## src/rtl/sysid_regs_pkg.sv

```systemverilog
// rtl/sysid_regs_pkg.sv - shared register map, control bit positions and counter width
package sysid_regs_pkg;

   localparam int CNT_W = 64;

   localparam logic [3:0] ADDR_ID         = 4'd0;
   localparam logic [3:0] ADDR_TIMESTAMP  = 4'd1;
   localparam logic [3:0] ADDR_UPTIME_LO  = 4'd2;
   localparam logic [3:0] ADDR_UPTIME_HI  = 4'd3;
   localparam logic [3:0] ADDR_CONTROL    = 4'd4;
   localparam logic [3:0] ADDR_SCRATCH0   = 4'd5;

   localparam int CTRL_CLEAR_BIT  = 0;
   localparam int CTRL_FREEZE_BIT = 1;

   function automatic logic [31:0] apply_be(input logic [31:0] old_val,
                                            input logic [31:0] new_val,
                                            input logic [3:0]  be);
      logic [31:0] res;
      res = old_val;
      for (int b = 0; b < 4; b++) begin
         if (be[b]) res[b*8 +: 8] = new_val[b*8 +: 8];
      end
      return res;
   endfunction

endpackage

```

## src/rtl/sysid_uptime_counter.sv

```systemverilog
// rtl/sysid_uptime_counter.sv - free-running 64-bit uptime counter with clear and freeze
module sysid_uptime_counter
   import sysid_regs_pkg::*;
(
   input  logic             i_clock,
   input  logic             i_reset,
   input  logic             i_clear,
   input  logic             i_freeze,
   output logic [CNT_W-1:0] o_count
);

   logic [CNT_W-1:0] r_count;

   // clear wins over freeze and increment; wraps naturally at 2^64-1
   always_ff @(posedge i_clock or posedge i_reset) begin
      if (i_reset) begin
         r_count <= '0;
      end else if (i_clear) begin
         r_count <= '0;
      end else if (!i_freeze) begin
         r_count <= r_count + {{(CNT_W-1){1'b0}}, 1'b1};
      end
   end

   assign o_count = r_count;

endmodule

```

## src/rtl/sysid_regs.sv

```systemverilog
// rtl/sysid_regs.sv - Avalon-MM system ID / uptime / scratch register block
module sysid_regs
   import sysid_regs_pkg::*;
#(
   parameter logic [31:0] ID_VALUE    = 32'h5B6F883F,
   parameter logic [31:0] TIMESTAMP   = 32'h0,
   parameter int          NUM_SCRATCH = 4
)(
   input  logic        clock,
   input  logic        reset,
   input  logic [3:0]  address,
   input  logic        read,
   input  logic        write,
   input  logic [31:0] writedata,
   input  logic [3:0]  byteenable,
   output logic [31:0] readdata,
   output logic        readdatavalid
);

   logic [CNT_W-1:0] w_count;
   logic             w_ctrl_we;
   logic             w_clear;
   logic             w_lo_read;
   logic [31:0]      w_rdata;
   logic [31:0]      w_scratch_rd;

   logic             r_freeze;
   logic [31:0]      r_snap_hi;
   logic [31:0]      r_readdata;
   logic             r_readdatavalid;
   logic [31:0]      r_scratch [NUM_SCRATCH];

   assign w_ctrl_we = write && (address == ADDR_CONTROL) && byteenable[0];
   assign w_clear   = w_ctrl_we && writedata[CTRL_CLEAR_BIT];
   assign w_lo_read = read && (address == ADDR_UPTIME_LO);

   sysid_uptime_counter u_uptime (
      .i_clock  (clock),
      .i_reset  (reset),
      .i_clear  (w_clear),
      .i_freeze (r_freeze),
      .o_count  (w_count)
   );

   always_ff @(posedge clock or posedge reset) begin
      if (reset) begin
         r_freeze <= 1'b0;
      end else if (w_ctrl_we) begin
         r_freeze <= writedata[CTRL_FREEZE_BIT];
      end
   end

   always_ff @(posedge clock or posedge reset) begin
      if (reset) begin
         for (int i = 0; i < NUM_SCRATCH; i++) r_scratch[i] <= '0;
      end else if (write) begin
         for (int i = 0; i < NUM_SCRATCH; i++) begin
            if (address == 4'(int'(ADDR_SCRATCH0) + i))
               r_scratch[i] <= apply_be(r_scratch[i], writedata, byteenable);
         end
      end
   end

   always_comb begin
      w_scratch_rd = '0;
      for (int i = 0; i < NUM_SCRATCH; i++) begin
         if (address == 4'(int'(ADDR_SCRATCH0) + i)) w_scratch_rd = r_scratch[i];
      end
   end

   // mux sees pre-write state, so a simultaneous read returns the old value
   always_comb begin
      w_rdata = '0;
      case (address)
         ADDR_ID:        w_rdata = ID_VALUE;
         ADDR_TIMESTAMP: w_rdata = TIMESTAMP;
         ADDR_UPTIME_LO: w_rdata = w_count[31:0];
         ADDR_UPTIME_HI: w_rdata = r_snap_hi;
         ADDR_CONTROL:   w_rdata[CTRL_FREEZE_BIT] = r_freeze;
         default:        w_rdata = w_scratch_rd;
      endcase
   end

   always_ff @(posedge clock or posedge reset) begin
      if (reset) begin
         r_readdata      <= '0;
         r_readdatavalid <= 1'b0;
         r_snap_hi       <= '0;
      end else begin
         r_readdatavalid <= read;
         if (read) r_readdata <= w_rdata;
         if (w_lo_read) r_snap_hi <= w_count[63:32];
      end
   end

   assign readdata      = r_readdata;
   assign readdatavalid = r_readdatavalid;

endmodule

```

## config.mk

```make
export PLATFORM = sky130hd
export DESIGN_NAME = sysid_regs
export DESIGN_NICKNAME = d
export VERILOG_FILES = /design/src/rtl/sysid_regs_pkg.sv /design/src/rtl/sysid_uptime_counter.sv /design/src/rtl/sysid_regs.sv
export SDC_FILE = /design/constraint.sdc
export NUM_CORES = 1
export LEC_CHECK = 0
export BUFFER_PORTS_ARGS = -buffer_cell sky130_fd_sc_hd__buf_2
export CAP_MARGIN = 40
export CORE_AREA = 2 2 214 132
export DETAILED_ROUTE_END_ITERATION = 7
export DIE_AREA = 0 0 216 134
export MAX_ROUTING_LAYER = met4
export SYNTH_ARGS = -nofsm -noshare
export SYNTH_HDL_FRONTEND = slang
export SYNTH_HIERARCHICAL = 1
export SYNTH_SLANG_ARGS = --single-unit
```

## constraint.sdc

```tcl
create_clock -name clock -period 10.1 [get_ports clock]
set_clock_uncertainty 0.2 [all_clocks]
set_input_delay 2.02 -clock clock [delete_from_list [all_inputs] [get_ports clock]]
set_output_delay 2.02 -clock clock [all_outputs]
set_load 0.01 [all_outputs]
```

# Word-level counts from Yosys, hierarchy flattened

Index checks and enable logic that the tools add are counted.

Flip-flop bits (word level): 258
Bits in latches: 0
RAM bits: 0
Bits in read-only memories: 0
Bits of input ports: 44
Output and inout bits: 33
Memories: 0

Add/sub/neg operators: 1
Multipliers: 0
Div/mod/pow operators: 0
Order comparisons: 0
Equality and inequality tests: 9
Shift-type cells: 0
Muxes and demuxes: 9
Bitwise operators: 0
Reduce and logical (&&, ||, !) cells: 22

Operator list:

| cell                  | number |
|---|---|
| $mux 32               | 4 |
| $mux 64               | 2 |
| $pmux 30 s4           | 1 |
| $add 64x1->64 const B | 1 |
| $reduce_and 3->1      | 16 |
| $eq 4x3->1 const B    | 4 |
| $eq 4x2->1 const B    | 2 |
| $pmux 1 s5            | 1 |
| $eq 4x1->1 const B    | 1 |
| $eq 4x4->1 const B    | 1 |
| $logic_and 1x1->1     | 4 |
| $logic_not 4->1       | 1 |
| $pmux 1 s4            | 1 |
| $ne 2x1->1 const B    | 1 |
| $reduce_or 2->1       | 1 |

# Logic depth before layout (Yosys ltp)

Gate-level depths: netlist of the first run.

Word-level depth: 6
Mapped depth: 12
Gate-level depth less buffers: 9

# Hierarchy

Netlist of the first run, hierarchy kept.

By module, submodules not included:

| module               | instances | cells each | area an instance (sq um) |
|---|---|---|---|
| sysid_regs           | 1         | 645        | 8758.4 |
| sysid_uptime_counter | 1         | 353        | 3240.6 |

# Worst setup path after synthesis of the first run

No wires, ideal clock.

Path kind: input to register
Start: input port address[1]
End: register u_uptime.r_count[52] (netlist: u_uptime/o_count[52])
Library setup time: 0.132 ns
Data arrival time: 4.049 ns
Data required time: 9.768 ns
Setup slack: 5.719 ns
Cell stages on the path: 12
Buffers on the path: 3
Cell sequence: or2_1 clkbuf_1 nor3_1 and2_1 nand2b_1 and3_1 clkbuf_1 nand4_2 buf_2 nor3b_1 xnor2_1 nor2_1

Word-level cells in the longest chain between the ends: 5

Ends and longest elaborated chain:

| what                                            | line                       | source |
|---|---|---|
| start: declaration                              | sysid_regs.sv:11           | `input logic [3:0] address,` |
| $eq 4x3->1 *                                    | sysid_regs.sv:33           | `assign w_ctrl_we = write && (address == ADDR_CONTROL) && byteenable[0];` |
| $logic_and 1x1->1 * (2 in series)               | sysid_regs.sv:33           |  |
| $logic_and 1x1->1 *                             | sysid_regs.sv:34           | `assign w_clear = w_ctrl_we && writedata[CTRL_CLEAR_BIT];` |
| named net w_clear                               | sysid_regs.sv:22           | `logic w_clear;` |
| $ne 2x1->1 (no line) or $mux 64 (tied branches) | n/a                        |  |
| end signal: assignment                          | sysid_uptime_counter.sv:21 | `r_count <= r_count + {{(CNT_W-1){1'b0}}, 1'b1};` |
| end: declaration                                | sysid_uptime_counter.sv:12 | `logic [CNT_W-1:0] r_count;` |

Mark *: on every way through the listed nets, which the timed path passes. The rest lies on a longest branch.
A chain may end at the register's enable or synchronous reset.

# Worst setup path in the final report of the first run

Start: input port address[1]
End: register u_uptime.r_count[62] (netlist: u_uptime/o_count[62])

The elaborated chain is that of the path after synthesis.

==> out/metrics.yaml, run 1 <==
cpPeakStageDelay_ns: 0.57
holdPathEnd: "r_scratch[70]$_DFFE_PP0P_"
num_rows: 47
area_growth_pct: 14.3
multi_input_area_mm2: 0.00530
io_buffers: 76
cp_data_arrival_time_ns: 5.69
drv_slew: 0
die_y_um: 134
via_count: 8296
regArea_mm2: 0.00646
h-tree-depth: 1
place_hpwl_mm: 21.2
final_common_cell: "dfrtp_1"
synth_edf_count: 0
status: "completed"
cp-end-kind: "flip-flop"
rrSetupSlack_ns: 7.28
drc_errors: 0
setup_viol: 0
clockBufferDepth: 3
nets: 1115
r2r_start: "u_uptime/o_count[16]$_DFFE_PP0P_"
finalWirelength_mm: 30.9
dp_slack_ns: 4.05
cts_hold_buf: 0
finalHoldViolations: 0
crit_fanout: 66
ys_top_cells_by_area: "dfrtp_1 54%, mux2_2 15%, nor2_1 3.1%, mux2_1 3.0%, a221oi_1 2.5%"
clkLatencyLatePin_ns: 0.56
avgSynthCellArea_um2: 12.0
synth_cells: 998
dieArea_mm2: 0.0289
clock-root-buffer: "clkbuf_16"
cp_slowest_cell: "buf_4"
worst_slew_pin_slew_ns: 0.864
synth_top_area_share_pct: 53.8
slew_headroom_pct: 42.4
synth_nets: 1043
grt_max_degree: 119
timing.rr.end: "u_uptime/o_count[62]$_DFFE_PP0P_"
timing.final.ws_setup_ns: 4.60
drive_above_1_share_pct: 29.7
synth.distinct_cells: 52
yosysTopAreaCell: "dfrtp_1"
min_from: "r_scratch[70]$_DFFE_PP0P_"
numCtsBuffers: 26
vdd_ir_drop_max_mv: 0.100
grt_pass1_wl_mm: 49.9
ff2ff_path_depth: 6
first_pass_iters: 5
clock_sinks: 258
criticalPathCategory: "input pin to flip-flop"
synth_seq_cells: 258
fin_tns_setup_ns: 0
period_share_pct: 54.5
fmax_mhz: 182
io_pins: 77
start_kind: "input pin"
place_congestion: 0.806
yosys_warnings: 6
max-cap-violations: 0
worstPathRequired_ns: 10.29
grt_remaining_overflow: 0
postRouteAntennaNets: 0
synth_area_mm2: 0.0120
n_fill_cell: 2422
yosysSeqAreaShare_pct: 53.8
synth-main-ff-cell: "dfrtp_1"
rsz0062_at_grt: "false"
crit_buf_inv: 2
path_cells: "buf_2 -> or2_1 -> nor3_1 -> and2_2 -> buf_4 -> nand2b_1 -> and3_1 -> nand4_2 -> nor4_1 -> xnor2_1 -> nor2_1"
leakagePower_nw: 6.06
vias_per_cell: 5.71
core_mm2: 0.0271
power_density_mw_per_mm2: 185
holdPathStages: 1
grt_use_total_pct: 22.8
period_needed_ns: 5.50
start_util_pct: 44.4
die-width_um: 216
path_delay_family: "simple AND/OR/NAND/NOR gates"
async_flop_share_pct: 100
avgRoutedWirePerCell_um: 21.2
layout_common_cells: "258 x dfrtp_1, 157 x mux2_2, 98 x nor2_1"
cts_tree: "yes"
path_clk_slew_ns: 0.06
ctsResizeCount: 0
hold_path.class: "flip-flop to flip-flop"
diodes: 0
grt_pass1_vias: 8389
drt_iter0_drc: 748
antenna_found_initial: 0
post-cts-setup-buffers: 0
[metrics by stage]
stage / hold slack [ns] / util (%) / cells / area [um2] / power (mW)
after floorplan: 0.254 / - / 998 / 12000 / 1.48
after CTS: 0.297 / 50.7 / 1454 / 13700 / 2.56
after global routing: 0.313 / 50.7 / 1454 / 13700 / 2.66
final: 0.296 / 50.7 / 1454 / 13700 / 2.54
after global placement: 0.271 / 47.1 / 1401 / 12700 / 1.58
after detailed placement: 0.278 / 47.6 / 1409 / 12900 / 1.60
[state kept, by name, summed over array words and instances (netlist names)]
signal / flops
r_snap_hi: 32
readdatavalid: 1
readdata: 32
r_scratch: 128
r_freeze: 1
u_uptime/o_count: 64
[worst max-delay path by stage]
| stage | start | end | slack, ns | cells after the start |
|---|---|---|---|---|
| finish | address[1] | u_uptime/o_count[62]$_DFFE_PP0P_ | 4.60 | 11 |
| floorplan | reset | r_freeze$_DFFE_PP0P_ | 2.60 | 1 |
| detailed placement | address[1] | u_uptime/o_count[62]$_DFFE_PP0P_ | 4.05 | 11 |
| CTS | address[1] | u_uptime/o_count[62]$_DFFE_PP0P_ | 4.61 | 11 |
| global route | address[1] | u_uptime/o_count[58]$_DFFE_PP0P_ | 4.24 | 11 |
| global placement | address[1] | u_uptime/o_count[58]$_DFFE_PP0P_ | 4.21 | 11 |
[power by group]
group | internal (mW) | leakage, nW | total (mW) | switching (mW)
Combinational | 0.171 | 2.28 | 0.327 | 0.156
Clock | 0.552 | 0.410 | 0.960 | 0.408
Sequential | 1.17 | 3.37 | 1.25 | 0.0865
Total | 1.89 | 6.06 | 2.54 | 0.651
[cell type report]
| cell class | count | share of cell area [%] |
|---|---|---|
| clock inverter | 5 | 0.410 |
| clock buffer | 40 | 5.65 |
| multi-input combinational | 673 | 38.6 |
| sequential | 258 | 47.1 |
| tap | 367 | 3.35 |
| timing repair buffer | 95 | 4.43 |
| inverter | 16 | 0.492 |
[cells by family after synthesis]
logic type	synth area share (%)
buf+inv	2.40
mux	17.9
fa+ha+maj	0.104
xor+xnor	3.72
compound gates	10.2
flops	53.8
simple gates	11.9
[layer usage]
metal / up-vias / track usage (%) / routed length [um]
met1: 4225 / 35.9 / 16100
met2: 222 / 30.6 / 12500
li1: 3812 / - / -
met3: 37 / 3.95 / 1720
met5: - / - / 0
met4: 0 / 4.49 / 541
[synthesized netlist by cell type, types with 3 or more instances]
| master | instances |
|---|---|
| dfrtp_1 | 258 |
| mux2_2 | 157 |
| nor2_1 | 98 |
| a221oi_1 | 34 |
| xnor2_1 | 33 |
| mux2_1 | 32 |
| nand2_1 | 32 |
| a22o_1 | 31 |
| a211oi_1 | 29 |
| a22oi_1 | 28 |
| nor3_1 | 27 |
| clkbuf_1 | 25 |
| buf_2 | 23 |
| nand3_1 | 21 |
| xor2_1 | 18 |
| inv_1 | 16 |
| nand4_1 | 16 |
| a21oi_1 | 14 |
| o21ai_0 | 11 |
| or3_1 | 11 |
| and3_1 | 9 |
| nor2_2 | 8 |
| nor2_4 | 8 |
| nor4_1 | 7 |
| nor2b_1 | 5 |
| o21a_1 | 4 |
| and2_1 | 3 |
| nand2b_1 | 3 |
| o221ai_1 | 3 |
| o22ai_1 | 3 |
(Power assumes the default switching activity.)
==> run 2: changes to the inputs <==
==> constraint.sdc (replaced) <==
create_clock -name clock -period 5.3 [get_ports clock]
set_clock_uncertainty 0.2 [all_clocks]
set_input_delay 1.06 -clock clock [delete_from_list [all_inputs] [get_ports clock]]
set_output_delay 1.06 -clock clock [all_outputs]
set_load 0.01 [all_outputs]
==> out/metrics.yaml, run 2 (synthesis gave the netlist of run 1 again) <==
grt_pass1_vias: 8330  # -0.70%
vias_per_cell: 5.79  # +1.4%
dp_cells: 1409  # unchanged
clock_sinks: 258  # unchanged
ff2ff_path_depth: 6  # unchanged
post-route-util_pct: 50.4  # -0.34 points
die-width_um: 216  # unchanged
h-tree-depth: 1  # unchanged
diodes: 0  # unchanged
rsz0062_at_grt: "false"
dieArea_mm2: 0.0289  # unchanged
grt_pass1_wl_mm: 49.4  # -0.90%
post-cts-setup-buffers: 0  # unchanged
clockBufferDepth: 3  # unchanged
worstPathRequired_ns: 5.49  # -4.80 ns
largest-register: "r_scratch"
period_needed_ns: 3.72
path_clk_slew_ns: 0.07  # about the same
setup_viol: 0  # unchanged
vdd_ir_drop_max_mv: 0.271  # +170%
postRouteAntennaNets: 0  # unchanged
multi_input_area_mm2: 0.00530  # unchanged
timing.final.ws_setup_ns: 1.58  # -3.02 ns
crit_start: "address[0]"
r2r_start: "u_uptime/o_count[12]$_DFFE_PP0P_"
area_growth_pct: 13.6
ctsResizeCount: 0  # unchanged
via_count: 8395  # +1.2%
drv_slew: 0  # unchanged
power_density_mw_per_mm2: 352  # +90%
clock-root-buffer: "clkbuf_16"
rrSetupSlack_ns: 2.41  # -4.87 ns
grt_max_degree: 121  # +1.7%
crit_fanout: 18  # -73%
die_y_um: 134  # unchanged
num_rows: 47  # unchanged
largest_reg_flops: 128  # unchanged
hold_path.class: "input pin to asynchronous set/reset pin"
max-cap-violations: 0  # unchanged
grt_use_total_pct: 22.5  # -0.27 points
final_cell_count_no_fill: 1451  # -0.21%
status: "completed"
timing.rr.end: "u_uptime/o_count[62]$_DFFE_PP0P_"
n_fill_cell: 2410  # -0.50%
nets: 1114  # -0.090%
fmax_mhz: 269
start_util_pct: 44.4  # unchanged
final_common_cell: "dfrtp_1"
layout_common_cells: "258 x dfrtp_1, 157 x mux2_2, 98 x nor2_1"
dp_slack_ns: 1.05  # -3.00 ns
finalHoldViolations: 0  # unchanged
criticalPathCategory: "input pin to flip-flop"
regArea_mm2: 0.00646  # unchanged
leakagePower_nw: 6.02  # -0.77%
holdWs_ns: 0.228  # -0.0682 ns
finalWirelength_mm: 30.8  # -0.43%
fin_tns_setup_ns: 0  # unchanged
cts_hold_buf: 0  # unchanged
core_mm2: 0.0271  # unchanged
place_hpwl_mm: 21.1  # -0.57%
drive_above_1_share_pct: 29.5  # -0.19 points
numCtsBuffers: 25  # -3.8%
clkLatencyLatePin_ns: 0.53  # -0.03 ns
antenna_found_initial: 0  # unchanged
grt_remaining_overflow: 0  # unchanged
cp_data_arrival_time_ns: 3.90  # -1.79 ns
io_pins: 77  # unchanged
cp-end-kind: "flip-flop"
cts_tree: "yes"
worst_slew_pin_slew_ns: 0.829  # -0.0354 ns
period_share_pct: 70.2
avgRoutedWirePerCell_um: 21.2  # -0.23%
drc_errors: 0  # unchanged
place_congestion: 0.855  # +6.0%
first_pass_iters: 5  # unchanged
io_buffers: 76  # unchanged
drt_iter0_drc: 830  # +11%
start_kind: "input pin"
slew_headroom_pct: 44.7  # +2.4 points
## run 2: cell types whose count changed in the layout (fill, tap and decap cells not counted), sizes merged, moves of 2 or more
cell | before | now
clkinvlp | 0 | 2
bufinv | 1 | 3
inv | 17 | 15
clkbuf | 40 | 34
## run 2: per-stage QoR
step / power (mW) / cell area (um2)
2_1_floorplan: 2.83 / 12000
3_3_place_gp: 3.02 / 12800
3_5_place_dp: 3.05 / 12800
4_1_cts: 4.84 / 13600
5_1_grt: 5.02 / 13600
6_report: 4.79 / 13600
## run 2: metal layers
metal	up-vias	track usage (%)	routed length (um)
met4	0	5.29	754
met5	-	-	0
li1	3797	-	-
met2	267	30.2	12600
met1	4287	35.2	15400
met3	44	3.76	1980
## run 2: how the worst max path moves through the flow
stage	end	slack, ns
after floorplan	r_freeze$_DFFE_PP0P_	1.54
after global placement	u_uptime/o_count[54]$_DFFE_PP0P_	1.19
after detailed placement	u_uptime/o_count[62]$_DFFE_PP0P_	1.05
after CTS	u_uptime/o_count[62]$_DFFE_PP0P_	1.62
after global routing	u_uptime/o_count[62]$_DFFE_PP0P_	1.36
final	u_uptime/o_count[62]$_DFFE_PP0P_	1.58
## run 2: critical path, stage by stage
cell	delay (ns)
buf_2	0.23
or2_1	0.38
nor3_1	0.27
and2_2	0.20
nand2b_1	0.13
and3_1	0.37
nand4_2	0.52
nor4_1	0.52
xnor2_1	0.16
nor2_1	0.05
## run 2: power breakdown
part           switching [mW]  total, mW  internal, mW
Combinational           0.298      0.621         0.323
Sequential              0.170       2.39          2.22
Clock                   0.754       1.78          1.03
Total                    1.22       4.79          3.57
## run 2: final cells by class
cell class                      count  share of cell area, %
Multi-Input combinational cell    673                   38.9
Clock inverter                      8                  0.863
Tap cell                          367                   3.37
Clock buffer                       34                   4.91
Timing Repair Buffer               95                   4.13
Sequential cell                   258                   47.4
Inverter                           16                  0.468
